## src/rtl/lc3b_types.sv

```systemverilog
// rtl/lc3b_types.sv - shared LC-3b types: BTB entry and 2-bit counter states
package lc3b_types;

    // Widest tag ever needed (ENTRIES=4 leaves pc[15:3]); narrower tags are zero-extended.
    localparam int BTB_TAG_W = 13;

    localparam logic [1:0] STRONG_NT = 2'b00;
    localparam logic [1:0] WEAK_NT   = 2'b01;
    localparam logic [1:0] WEAK_T    = 2'b10;
    localparam logic [1:0] STRONG_T  = 2'b11;

    typedef logic [BTB_TAG_W-1:0] btb_tag_t;

    typedef struct packed {
        logic        valid;
        btb_tag_t    tag;
        logic [15:0] target;
        logic [1:0]  ctr;
    } btb_entry_t;

endpackage

```

## src/rtl/sat_counter2.sv

```systemverilog
// rtl/sat_counter2.sv - next state of a 2-bit saturating taken/not-taken counter
module sat_counter2
    import lc3b_types::*;
(
    input  logic [1:0] ctr_i,
    input  logic       taken_i,
    output logic [1:0] ctr_o
);

    // Step toward STRONG_T on taken, toward STRONG_NT otherwise, holding at the ends.
    always_comb begin
        ctr_o = ctr_i;
        if (taken_i) begin
            if (ctr_i != STRONG_T) ctr_o = ctr_i + 2'd1;
        end else begin
            if (ctr_i != STRONG_NT) ctr_o = ctr_i - 2'd1;
        end
    end

endmodule

```

## src/rtl/branch_predictor.sv

```systemverilog
// rtl/branch_predictor.sv - direct-mapped BTB with 2-bit counters and mispredict redirect
module branch_predictor
    import lc3b_types::*;
#(
    parameter int ENTRIES = 16
) (
    input  logic        clk,
    input  logic        reset_n,
    input  logic [15:0] fetch_pc,
    output logic [15:0] pc_predict,
    output logic        prediction_taken,
    input  logic        resolve_valid,
    input  logic [15:0] resolve_pc,
    input  logic        resolve_taken,
    input  logic [15:0] resolve_target,
    input  logic        resolve_pred_taken,
    input  logic [15:0] resolve_pred_target,
    output logic        flush,
    output logic        br_sig,
    output logic [15:0] flush_pc,
    output logic [15:0] mispredict_count
);

    localparam int IDX_W = $clog2(ENTRIES);

    btb_entry_t table_q [ENTRIES];
    logic [15:0] mispredict_count_q;
    logic [15:0] mispredict_count_d;

    logic [IDX_W-1:0] f_idx;
    logic [IDX_W-1:0] r_idx;
    btb_tag_t         f_tag;
    btb_tag_t         r_tag;
    btb_entry_t       f_entry;
    btb_entry_t       r_entry;
    btb_entry_t       entry_d;
    logic             f_hit;
    logic             r_hit;
    logic             upd_en;
    logic [1:0]       ctr_next;

    // Instruction addresses are halfword aligned, so bit 0 carries no information.
    logic unused_pc_bits;
    assign unused_pc_bits = fetch_pc[0] ^ resolve_pc[0];

    assign f_idx   = fetch_pc[IDX_W:1];
    assign r_idx   = resolve_pc[IDX_W:1];
    assign f_tag   = btb_tag_t'(fetch_pc[15:IDX_W+1]);
    assign r_tag   = btb_tag_t'(resolve_pc[15:IDX_W+1]);
    assign f_entry = table_q[f_idx];
    assign r_entry = table_q[r_idx];
    assign f_hit   = f_entry.valid && (f_entry.tag == f_tag);
    assign r_hit   = r_entry.valid && (r_entry.tag == r_tag);

    // Lookup reads the registered table, so a same-cycle update shows up one cycle later.
    assign prediction_taken = reset_n && f_hit && f_entry.ctr[1];
    assign pc_predict       = prediction_taken ? f_entry.target : 16'h0000;

    assign flush = reset_n && resolve_valid &&
                   ((resolve_pred_taken != resolve_taken) ||
                    (resolve_taken && (resolve_pred_target != resolve_target)));
    assign br_sig           = resolve_taken;
    assign flush_pc         = resolve_pc + 16'd2;
    assign mispredict_count = mispredict_count_q;

    sat_counter2 u_ctr (
        .ctr_i   (r_entry.ctr),
        .taken_i (resolve_taken),
        .ctr_o   (ctr_next)
    );

    // Build the replacement entry for the resolving index: train on hit, allocate on taken miss.
    always_comb begin
        entry_d = r_entry;
        upd_en  = 1'b0;
        if (resolve_valid) begin
            if (r_hit) begin
                upd_en      = 1'b1;
                entry_d.ctr = ctr_next;
                if (resolve_taken) entry_d.target = resolve_target;
            end else if (resolve_taken) begin
                upd_en         = 1'b1;
                entry_d.valid  = 1'b1;
                entry_d.tag    = r_tag;
                entry_d.target = resolve_target;
                entry_d.ctr    = WEAK_T;
            end
        end
    end

    assign mispredict_count_d = flush ? mispredict_count_q + 16'd1 : mispredict_count_q;

    // Table and mispredict counter registers; reset empties the table and weakly biases not-taken.
    always_ff @(posedge clk or negedge reset_n) begin
        if (!reset_n) begin
            for (int i = 0; i < ENTRIES; i++) begin
                table_q[i] <= '{valid: 1'b0, tag: '0, target: 16'h0000, ctr: WEAK_NT};
            end
            mispredict_count_q <= 16'h0000;
        end else begin
            if (upd_en) table_q[r_idx] <= entry_d;
            mispredict_count_q <= mispredict_count_d;
        end
    end

endmodule

```

## config.mk

```make
export PLATFORM = sky130hd
export DESIGN_NAME = branch_predictor
export DESIGN_NICKNAME = d
export VERILOG_FILES = /design/src/rtl/lc3b_types.sv /design/src/rtl/sat_counter2.sv /design/src/rtl/branch_predictor.sv
export SDC_FILE = /design/constraint.sdc
export NUM_CORES = 1
export LEC_CHECK = 0
export CAP_MARGIN = 20
export CORE_UTILIZATION = 55
export CTS_CLUSTER_DIAMETER = 50
export CTS_CLUSTER_SIZE = 20
export DETAILED_ROUTE_END_ITERATION = 6
export DONT_BUFFER_PORTS = 1
export PLACE_DENSITY = 0.73
export SYNTH_ARGS = -nofsm -noshare
export SYNTH_HDL_FRONTEND = slang
export SYNTH_SLANG_ARGS = --single-unit
```

## constraint.sdc

```tcl
create_clock -name clk -period 4.7 [get_ports clk]
set_clock_uncertainty 0.2 [all_clocks]
set_input_delay 0.705 -clock clk [delete_from_list [all_inputs] [get_ports clk]]
set_output_delay 0.705 -clock clk [all_outputs]
set_load 0.02 [all_outputs]
```

==> metrics <==
FILL cells 3774; pin count of the biggest net entering global routing 531; CTS Buffer Depth 3; number of synthesized register bits 528; total power 0.0119 W; Final #Nets 1832; commonest non-fill, non-tap cells in the layout 512 x dfrtp_1, 471 x mux2_2, 269 x mux4_2; layout cells sized above 1 0.515; post-cts resize count 0; first-pass GRT wire length 112000 um; Hold Crit Class in2async; dpl ws 248 ps; Clock Pin Slew Worst Setup and Hold Paths 80 ps; slew margin rel. 0.207; Setup CP Type reg2out; row cnt 82; final wirelength 71800 um; Sequential Area 13200 um^2; status finished with violations; Primary FF master, synth dfrtp_1; minimum clock period 4510 ps; CTS tree built; Setup TNS 0 ps; Total GRT Usage 0.285; initial antenna violation count 1; Seq/Total Area, Yosys 0.467; First DRT Iteration DRCs 1493; Root Driver clkbuf_16; minimum hold slack -397 ps; Post-CTS Setup Repair Bufs 0; Routed Antenna Nets 0; CP arrival 3600 ps; number of global-route vias before repair 17900; slew of the pin with the lowest slew margin 1190 ps; DR vias/cell 6.72; core area 50500 um^2; Slew Viols, Final 0; # diodes 0; ys async rst share 1.00; CP startpoint kind register; DR DRC count 0; hold violation total from the final report 512; HPWL Detailed 40800 um; Syn Area/Cell 15.5 um^2; crit share post-route 0.959; Die Span Y 229 um; synthesized area 28400 um^2; CP max FO 17; later-pin clock latency in the skew report 610 ps; overall die area 52500 um^2; final setup violating endpoints 0; die width 229 um; via count 16600; H-tree depth 2; commonest non-fill, non-tap cell in the layout dfrtp_1; effective utilization at floorplan 0.562; maximum clock rate 0.222 GHz; RSZ-0062 raised after global routing no; failing checks negative hold slack; Post-synth EDFFs 0; pwr/cell area 390 nW/um^2; gr ovfl total 0; drt first pass iters 5; WL per Instance 29.1 um; Worst Setup End Kind primary output; Max rail drop VDD 258 uV; multi-input combinational cell area 14300 um^2; Max Cap Viol 0; Synth cell types 53; Ports 120; placer congestion estimate 0.800; final worst setup slack 194 ps; P_leak 13.5 nW; clock sink total 528; Area Growth Syn to Fin 8.03%; Mapped Cells 1831; CP required 3800 ps; CTS Buf Count 50; net count after synthesis 1905; warnings from Yosys 0; IO buf count 0
-- cell usage after synthesis, types with 4 or more instances --
cell      count  area share
buf_4        26      0.0069
nor4bb_1      4      0.0014
ha_1          5      0.0022
nand3b_1      4      0.0011
mux4_2      269        0.21
nand2b_1      6      0.0013
mux2i_1      27      0.0095
nand2_1      37      0.0049
or2_2        18      0.0040
nand4_1      14      0.0031
nor3_4       10      0.0057
a21oi_1      12      0.0021
o211ai_1      7      0.0019
buf_2        36      0.0064
nor2_1       22      0.0029
nand3_1      18      0.0032
dfstp_2      16       0.015
o21ai_0      13      0.0023
mux2_2      471        0.19
dfrtp_1     512        0.45
nor2b_1      37      0.0082
xor2_1       19      0.0059
buf_1        23      0.0030
and2_1        4     0.00088
inv_1         5     0.00066
nor4b_1       5      0.0015
a22oi_1       8      0.0021
xnor2_1      53       0.016
and3_1       22      0.0049
clkbuf_1     70      0.0093
buf_6         9      0.0036
mux2_1       19      0.0075
-- worst paths after layout --
path                              start             end  slack [ps]  cells after the start
hold / removal                  reset_n    table_q[360]        -400                      0
min in group clk           table_q[415]    table_q[415]         270                      1
max in group asynchronous       reset_n    table_q[380]        3720                      0
hold reg to reg            table_q[415]    table_q[415]         270                      1
setup reg to reg           table_q[187]    table_q[390]         600                     10
setup / recovery           table_q[346]  pc_predict[12]         190                      7
-- layout make-up --
| type | count | area share |
|---|---|---|
| multi-input cells | 1133 | 0.467 |
| flip-flops and latches | 528 | 0.432 |
| clock buffers | 57 | 0.0444 |
| well taps | 672 | 0.0274 |
| clock inverters | 37 | 0.0166 |
| repair buffers | 39 | 0.0116 |
| inverters | 6 | 0.000735 |
-- kinds of logic after synthesis --
| kind of cell | count (synthesis) | share of synthesized area |
|---|---|---|
| buffers and inverters | 170 | 0.0299 |
| and+or+nand+nor | 216 | 0.0485 |
| AOI/OAI and AO/OA | 54 | 0.0126 |
| adders and majority gates | 5 | 0.00221 |
| DFF | 528 | 0.467 |
| muxes | 786 | 0.418 |
| xor gates and xnor gates | 72 | 0.0222 |
-- through the flow --
stage	hold WS (ps)	util	cells	area, um^2
2_1_floorplan	209	-	1831	28400
3_3_place_gp	237	0.569	2376	28700
3_5_place_dp	228	0.569	2376	28700
4_1_cts	-428	0.607	2470	30600
5_1_grt	-420	0.607	2472	30600
6_report	-397	0.607	2472	30600
-- worst max-delay path: stages, from the launching register on --
cell and delay [ps]:
dfrtp_1 420, mux4_2 470, mux4_2 560, xnor2_1 250, nand4_1 300, a211oi_4 290
buf_4 340, and3_1 360
-- power breakdown --
group	internal (W)	switching (W)	total, W
Sequential	0.00512	0.000468	0.00559
Clock	0.00253	0.00203	0.00456
Combinational	0.00115	0.000649	0.00179
-- routing by layer --
layer / up-vias / part of all wire / global-route usage
met4: 2 / 0.030 / 0.0944
met1: 9045 / 0.42 / 0.401
met2: 588 / 0.48 / 0.448
li1: 6861 / - / -
met3: 127 / 0.066 / 0.0557
met5: - / 0.00013 / 0
-- state kept, by name, summed over array words and instances, names as in the netlist --
name,count
mispredict_count,16
table_q,512
No activity file was read; power rests on OpenSTA's default activity.
